## config.mk

```make
export PLATFORM = sky130hd
export DESIGN_NAME = disp_hex_mux_n
export DESIGN_NICKNAME = d
export VERILOG_FILES = /design/src/rtl/disp_pkg.sv /design/src/rtl/hex_to_sseg.sv /design/src/rtl/disp_hex_mux_n.sv
export SDC_FILE = /design/constraint.sdc
export NUM_CORES = 1
export LEC_CHECK = 0
export BUFFER_PORTS_ARGS = -buffer_cell sky130_fd_sc_hd__buf_2
export CORE_ASPECT_RATIO = 1.2
export CORE_UTILIZATION = 55
export CTS_CLUSTER_SIZE = 8
export DETAILED_ROUTE_END_ITERATION = 12
export GPL_TIMING_DRIVEN = 0
export PLACE_DENSITY = 0.79
export REMOVE_ABC_BUFFERS = 1
export SLEW_MARGIN = 30
export SYNTH_ARGS = -nofsm -noshare
export SYNTH_HDL_FRONTEND = slang
export SYNTH_SLANG_ARGS = --single-unit
```

## constraint.sdc

```tcl
create_clock -name clk -period 8.73 [get_ports clk]
set_input_delay 0.4365 -clock clk [delete_from_list [all_inputs] [get_ports clk]]
set_output_delay 0.4365 -clock clk [all_outputs]
set_load 0.05 [all_outputs]
```

## src/rtl/disp_pkg.sv

```systemverilog
// Shared constants for the multiplexed hex display: segment code table,
// blank pattern and PWM phase width.
package disp_pkg;

  localparam logic [7:0] SEG_OFF = 8'hFF;
  localparam int         PWM_W   = 4;

  // Active-low codes {dp,g,f,e,d,c,b,a}, dp bit held off; entry 0 at the LSB end.
  localparam logic [15:0][7:0] SEG_TABLE = {
    8'h8E, 8'h86, 8'hA1, 8'hC6, 8'h83, 8'h88, 8'h90, 8'h80,
    8'hF8, 8'h82, 8'h92, 8'h99, 8'hB0, 8'hA4, 8'hF9, 8'hC0
  };

endpackage

```

## src/rtl/hex_to_sseg.sv

```systemverilog
// Combinational nibble + decimal point to active-low 7-segment pattern.
module hex_to_sseg
  import disp_pkg::*;
(
  input  logic [3:0] hex,
  input  logic       dp,
  output logic [7:0] sseg
);

  always_comb begin
    sseg    = SEG_TABLE[hex];
    sseg[7] = ~dp;
  end

endmodule

```

## src/rtl/disp_hex_mux_n.sv

```systemverilog
// Time-multiplexed N-digit hex display driver with frame-shadowed data,
// leading-zero suppression, per-digit blanking and PWM brightness.
module disp_hex_mux_n
  import disp_pkg::*;
#(
  parameter int N_DIGITS = 8,
  parameter int PRESC_W  = 16
) (
  input  logic                  clk,
  input  logic                  reset,
  input  logic [4*N_DIGITS-1:0] hex_in,
  input  logic [N_DIGITS-1:0]   dp_in,
  input  logic [N_DIGITS-1:0]   blank_mask,
  input  logic                  lz_en,
  input  logic [3:0]            bright,
  output logic [N_DIGITS-1:0]   an,
  output logic [7:0]            sseg,
  output logic                  frame_tick
);

  localparam int IDX_W = (N_DIGITS > 1) ? $clog2(N_DIGITS) : 1;
  localparam logic [IDX_W-1:0] IDX_LAST = IDX_W'(N_DIGITS - 1);

  logic [PRESC_W-1:0]    presc;
  logic [IDX_W-1:0]      idx;
  logic [4*N_DIGITS-1:0] sh_hex;
  logic [N_DIGITS-1:0]   sh_dp;
  logic [N_DIGITS-1:0]   sh_blank;
  logic                  sh_lz;
  logic [N_DIGITS-1:0]   an_q;
  logic [7:0]            sseg_q;
  logic                  ft_q;

  logic                  presc_tc;
  logic                  frame_end;
  logic [PWM_W-1:0]      phase;
  logic [N_DIGITS-1:0]   lz_dark;
  logic                  lz_run;
  logic [N_DIGITS-1:0]   dark;
  logic [3:0]            sel_hex;
  logic                  sel_dp;
  logic                  sel_dark;
  logic [N_DIGITS-1:0]   sel_onehot;
  logic                  lit;
  logic [7:0]            dec_sseg;
  logic [N_DIGITS-1:0]   an_next;
  logic [7:0]            sseg_next;

  assign presc_tc  = &presc;
  assign frame_end = presc_tc && (idx == IDX_LAST);
  assign phase     = presc[PRESC_W-1 -: PWM_W];

  // Scan counters and frame-boundary shadow capture.
  always_ff @(posedge clk) begin
    if (reset) begin
      presc    <= '0;
      idx      <= '0;
      sh_hex   <= '0;
      sh_dp    <= '0;
      sh_blank <= '0;
      sh_lz    <= 1'b0;
      ft_q     <= 1'b0;
    end else begin
      presc <= presc + 1'b1;
      ft_q  <= frame_end;
      if (presc_tc) begin
        idx <= frame_end ? '0 : idx + 1'b1;
      end
      if (frame_end) begin
        sh_hex   <= hex_in;
        sh_dp    <= dp_in;
        sh_blank <= blank_mask;
        sh_lz    <= lz_en;
      end
    end
  end

  // Suppression runs down from the top digit and stops at the first digit
  // holding a non-zero nibble or a lit dp; digit 0 is always shown.
  always_comb begin
    lz_dark = '0;
    lz_run  = sh_lz;
    for (int k = N_DIGITS - 1; k >= 1; k--) begin
      lz_run     = lz_run && (sh_hex[4*k +: 4] == 4'h0) && !sh_dp[k];
      lz_dark[k] = lz_run;
    end
  end

  assign dark = sh_blank | lz_dark;

  always_comb begin
    sel_hex    = 4'h0;
    sel_dp     = 1'b0;
    sel_dark   = 1'b1;
    sel_onehot = '0;
    for (int k = 0; k < N_DIGITS; k++) begin
      if (idx == IDX_W'(k)) begin
        sel_hex       = sh_hex[4*k +: 4];
        sel_dp        = sh_dp[k];
        sel_dark      = dark[k];
        sel_onehot[k] = 1'b1;
      end
    end
  end

  hex_to_sseg u_dec (
    .hex  (sel_hex),
    .dp   (sel_dp),
    .sseg (dec_sseg)
  );

  // bright is used live so a change shows on the very next output update.
  assign lit = (phase <= bright) && !sel_dark;

  always_comb begin
    an_next   = '1;
    sseg_next = SEG_OFF;
    if (lit) begin
      an_next   = ~sel_onehot;
      sseg_next = dec_sseg;
    end
  end

  always_ff @(posedge clk) begin
    if (reset) begin
      an_q   <= '1;
      sseg_q <= SEG_OFF;
    end else begin
      an_q   <= an_next;
      sseg_q <= sseg_next;
    end
  end

  assign an         = an_q;
  assign sseg       = sseg_q;
  assign frame_tick = ft_q;

endmodule

```

; ---- Word level (Yosys, flattened, before mapping)
; Memories as Yosys holds them, arrays and structs flattened. A register that Yosys moved wholly into a read port is not among the register bits.
; Index checks and enable logic that the tools add are counted.
[word_totals]
ff_bits = 85
in_bits = 55
output_inout_bits = 17
rom_bits = 128
n_memories = 1
[memory_table]
columns = name, words, width, read_ports, rd_clocked_by_memory_dff, write_ports, line
row1 = (no name shown), 16, 8, 1, 1, 0, hex_to_sseg.sv:11  ; sseg = SEG_TABLE[hex];
[classes]
mux = 34
magnitude_cmp = 2
bitwise = 4
addsub = 2
reduce_logical = 34
n_eq_ne = 7
[op_table]
columns = cell, count
row1 = 4-bit 2-to-1 mux, 8
row2 = 4-bit zero test, 7
row3 = 1-bit 2-to-1 mux, 24
row4 = 16-bit by 1-bit adder with 16-bit output (second input constant), 1
row5 = 1-bit logical AND, 16
row6 = 16-bit AND reduction, 1
row7 = 3-bit equality test (second input constant), 4
row8 = 1-bit zero test, 8
row9 = 8-bit inverter, 1
row10 = 8-bit OR, 1
row11 = 7-bit 2-to-1 mux, 1
row12 = 3-bit by 2-bit equality test with 1-bit output (second input constant), 2
row13 = 4-bit by 5-bit < comparator with 1-bit output (second input constant), 1
row14 = 4-bit less-or-equal comparator, 1
row15 = 3-bit by 1-bit adder with 3-bit output (second input constant), 1
row16 = 3-bit by 1-bit equality test with 1-bit output (second input constant), 1
row17 = 3-bit zero test, 1
row18 = 3-bit 2-to-1 mux, 1
row19 = 1-bit inverter, 2
row20 = 2-bit OR reduction, 1

; ---- Depth between registers and ports, before layout
[logic_depth]
ltp_word = 28
depth_mapped = 14

; ---- Modules after synthesis
; A second synthesis with hierarchy kept.
[unflattened]
cells_unflattened = 512
hier_area_um2 = 4132.7
[modules_own_cells]
columns = mod, instances, seq_area_each_um2, cells_per_inst, area_each_um2
row1 = disp_hex_mux_n, 1, 1701.6, 479, 3853.7
row2 = hex_to_sseg, 1, 0.0, 33, 279.0

; ---- Worst setup path after synthesis
; Ideal clock, no wire load.
[synth_path]
path_kind = reg2reg
start = reg idx[2]
end = reg sseg_q[3] (netlist: sseg[3])
setup_slack_ns = 5.895
synth_period_minus_slack_ns = 2.835
path_stages_with_launch = 15
t_arrival_ns = 2.714
setup_ns = 0.122
path_cell_list = dfxtp_1 > buf_2 > inv_1 > clkbuf_1 > ha_1 > clkbuf_1 > a211oi_1 > o21ai_0 > a31oi_1 > o21ai_0 > inv_1 > ha_1 > inv_1 > a211oi_1 > o21ai_1
[synth_via]
elab_chain_cells = 13
[synth_lines]
columns = element, line
row1 = "start, declared", disp_hex_mux_n.sv:25  ; logic [IDX_W-1:0] idx;
row2 = "start signal, assigned", disp_hex_mux_n.sv:67  ; idx <= frame_end ? '0 : idx + 1'b1;
row3 = 3-bit zero test, disp_hex_mux_n.sv:97  ; if (idx == IDX_W'(k)) begin
row4 = 1-bit 2-to-1 mux (8 in series), disp_hex_mux_n.sv:97
row5 = 1-bit zero test, disp_hex_mux_n.sv:113  ; assign lit = (phase <= bright) && !sel_dark;
row6 = 1-bit logical AND, disp_hex_mux_n.sv:113
row7 = 1-bit inverter (no line), n/a
row8 = 2-bit OR reduction (no line), n/a
row9 = "end, declared", disp_hex_mux_n.sv:31  ; logic [7:0] sseg_q;
; Parallel ways exist; a longest one is shown, timed or not.
; A chain may end at the register's enable or synchronous reset.

; ---- Worst setup path in the final report
; Ends and elaborated chain as after synthesis.

==> impl_metrics.py <==
metrics = {
    "synthesis": {
        "synth-edff-count": 0,
        "ys_types": 54,
        "synth_top_area_share_pct": 41.9,
        "postSynth.asyncResetShare_pct": 0,
        "synthesis.instances": 514,
        "syn_area_per_cell_um2": 7.90,
        "ys.flop_type": "dfxtp_1",
        "yosysTopAreaCell": "dfxtp_1",
        "yosys-top-cells-area": "dfxtp_1, nand2_1, a21oi_1",
        "synth_area_mm2": 0.00406,
        "ys_ff_latch": 85,
        "seq_area_frac_synth_pct": 41.9,
        "yosys_warnings": 0,
    },
    "layout": {
        "nets": 637,
        "multi_input_area_mm2": 0.00214,
        "most-common-layout-cells": "nand2_1, dfxtp_1, buf_2",
        "regArea_mm2": 0.00170,
        "utilization_pct": 66.3,
        "layout_commonest_cell": "nand2_1",
        "design_area_mm2": 0.00463,
        "drive_gt1_share_pct": 16.8,
        "antenna_cells": 0,
        "fill_cells": 606,
        "area_delta_synth_final_pct": 13.9,
    },
    "timing": {
        "worst_pin_slew_ns": 0.989,
        "fin_skew_ns": 0.00893,
        "drv_slew": 0,
        "relSlewSlack_pct": 33.6,
        "rsz0062_at_grt": "false",
        "period_needed_ns": 3.81,
        "final-hold-violation-count": 0,
        "setup_viol": 0,
        "fmax_ghz": 0.263,
        "tns_ns": 0,
        "period_share_pct": 43.6,
    },
    "worst_hold_path": {
        "holdCritPathClass": "in -> reg",
        "min_from": "dp_in[0]",
        "whs_path_depth": 3,
    },
    "routing": {
        "first_pass_iters": 5,
        "route.detailed.drc": 0,
        "drt_iter0_drc": 273,
        "wire_per_inst_um": 14.4,
        "wirelength_um": 9440,
        "postRouteAntennaNets": 0,
        "vias": 3700,
        "via_per_inst": 5.63,
    },
    "setup_path": {
        "critPathSlowestCell": "dfxtp_1",
        "crit_family": "compound AO/OA/AOI/OAI gates",
        "critical_path.max_stage_delay_ns": 0.77,
        "cp-start-kind": "flop",
        "cp-startpoint": "idx[2]$_SDFFE_PP0P_",
        "crit_path_end_kind": "flop",
        "crit_chain": "inv_1 -> ha_1 -> nor2b_1 -> a2111oi_0 -> o221ai_1 -> ha_1 -> inv_1 -> a21oi_1 -> a211oi_1 -> o21ai_1",
        "worstPathArrival_ns": 4.00,
        "cp_max_fo": 20,
        "crit_buf_inv": 2,
        "crit_cells": 10,
        "worstSetupPathType": "reg -> reg",
        "r2r_cells": 10,
        "crit_required_ns": 8.92,
        "r2r-start": "idx[2]$_SDFFE_PP0P_",
    },
    "clocking": {
        "clock_latency_ns": 0.35,
        "clockBufferDepth": 2,
        "cts_buffers": 9,
        "htree_levels": 3,
        "root_buffer": "clkbuf_8",
        "cts_sinks": 85,
        "cts_resized": 0,
        "cts_hold_buf": 0,
        "tritoncts": "built",
        "post_cts_buffers": 0,
        "clk_pin_slew_ns": 0.08,
    },
    "floorplanning": {
        "num_rows": 33,
        "die_area_mm2": 0.00773,
        "die_w_um": 80.4,
        "die_h_um": 96.1,
        "start_util_pct": 58.2,
        "core_mm2": 0.00698,
        "pin_count": 72,
    },
    "global_routing": {
        "grt_max_degree": 72,
        "grt_pass1_vias": 3353,
        "grt_pass1_wl_um": 15100,
        "grt_antenna_before_repair": 0,
        "grt.total_usage_pct": 25.5,
        "grt_overflow_total": 0,
    },
    "place": {
        "hpwl_um": 6850,
        "portBuffers": 71,
        "finalWeightedCongestion": 0.908,
        "postPlaceCellArea_mm2": 0.00443,
    },
    "pwr": {
        "p_per_area_mw_per_mm2": 151,
        "leakage_nw": 1.76,
        "ir_drop_mv": 0.129,
    },
    "flow_run": {
        "timing.max_cap.violations": 0,
    },
    "status": {
        "status": "completed",
    },
}
-- final cells by class --
type	count	share of cell area (%)
Clock inverter	3	0.974
Inverter	18	1.46
Multi-Input combinational cell	378	46.3
Sequential cell	85	36.8
Tap cell	87	2.35
Timing Repair Buffer	73	8.93
Clock buffer	13	3.22
-- logic make-up after synthesis --
logic type | synth area share, %
buffers and inverters | 5.61
AO/OA/AOI/OAI | 18.4
XOR/XNOR | 2.80
multiplexers | 0.739
adder cells (fa/ha/maj) | 5.24
flip-flops | 41.9
AND/OR/NAND/NOR | 25.3
-- routing by layer --
metal | track usage [%] | vias to the layer above | part of all wire [%]
met5 | 0 | - | 0
met4 | 10.4 | 0 | 2.7
met3 | 5.88 | 22 | 4.5
met2 | 45.9 | 115 | 52
met1 | 28.6 | 1699 | 41
li1 | - | 1864 | -
-- stage by stage --
step           cells  worst slack, ns  total power (W)  hold slack, ns
2_1_floorplan    481             5.73         0.000416           0.409
3_3_place_gp     639             4.87         0.000435           0.423
3_5_place_dp     641             5.05         0.000436           0.432
4_1_cts          657             5.01         0.000705           0.307
5_1_grt          657             4.68         0.000727           0.300
6_report         657             4.92         0.000700           0.313
-- registers in the layout, indices dropped and copies added (netlist names) --
name,count
sh_blank,8
sh_hex,32
frame_tick,1
presc,16
sh_lz,1
sh_dp,8
idx,3
sseg,8
an,8
-- tightest hold or removal path, stage by stage --
cell	delay, ns
buf_2	0.09
nand2_1	0.04
a21oi_1	0.05
-- cells in the mapped netlist, types with 2 or more instances --
master     count
a211oi_1       7
a21o_1         4
a21oi_1       63
a221oi_1       2
a31oi_1        7
and2_1         5
and3_1         3
buf_1          2
buf_2          5
buf_4          2
buf_6          3
clkbuf_1      21
dfxtp_1       85
ha_1          17
inv_1         18
mux2i_1        3
nand2_1      122
nand2b_1       4
nand3_1       22
nand4_1        4
nor2_1        34
nor2b_1        4
nor3_1         3
nor3b_1        2
o2111ai_1      2
o211ai_1       5
o21a_1         2
o21ai_0       10
o221ai_1       5
o22ai_1        4
o31ai_1        3
or2_2          3
or3_1          3
or4_1          4
xnor2_1        4
xor2_1         9
-- where the power goes --
part	switching, W	internal [W]
combinational	0.0000215	0.0000138
clock	0.000132	0.000140
sequential	0.00000125	0.000391
-- final timing paths --
kind / end / slack (ns)
setup / recovery: sseg[3]$_SDFF_PP1_ / 4.92
hold / removal: sh_dp[0]$_SDFFE_PP0P_ / 0.31
setup reg to reg: sseg[3]$_SDFF_PP1_ / 4.92
hold reg to reg: presc[0]$_SDFF_PP0_ / 0.45
No activity file was read; power rests on OpenSTA's default activity.
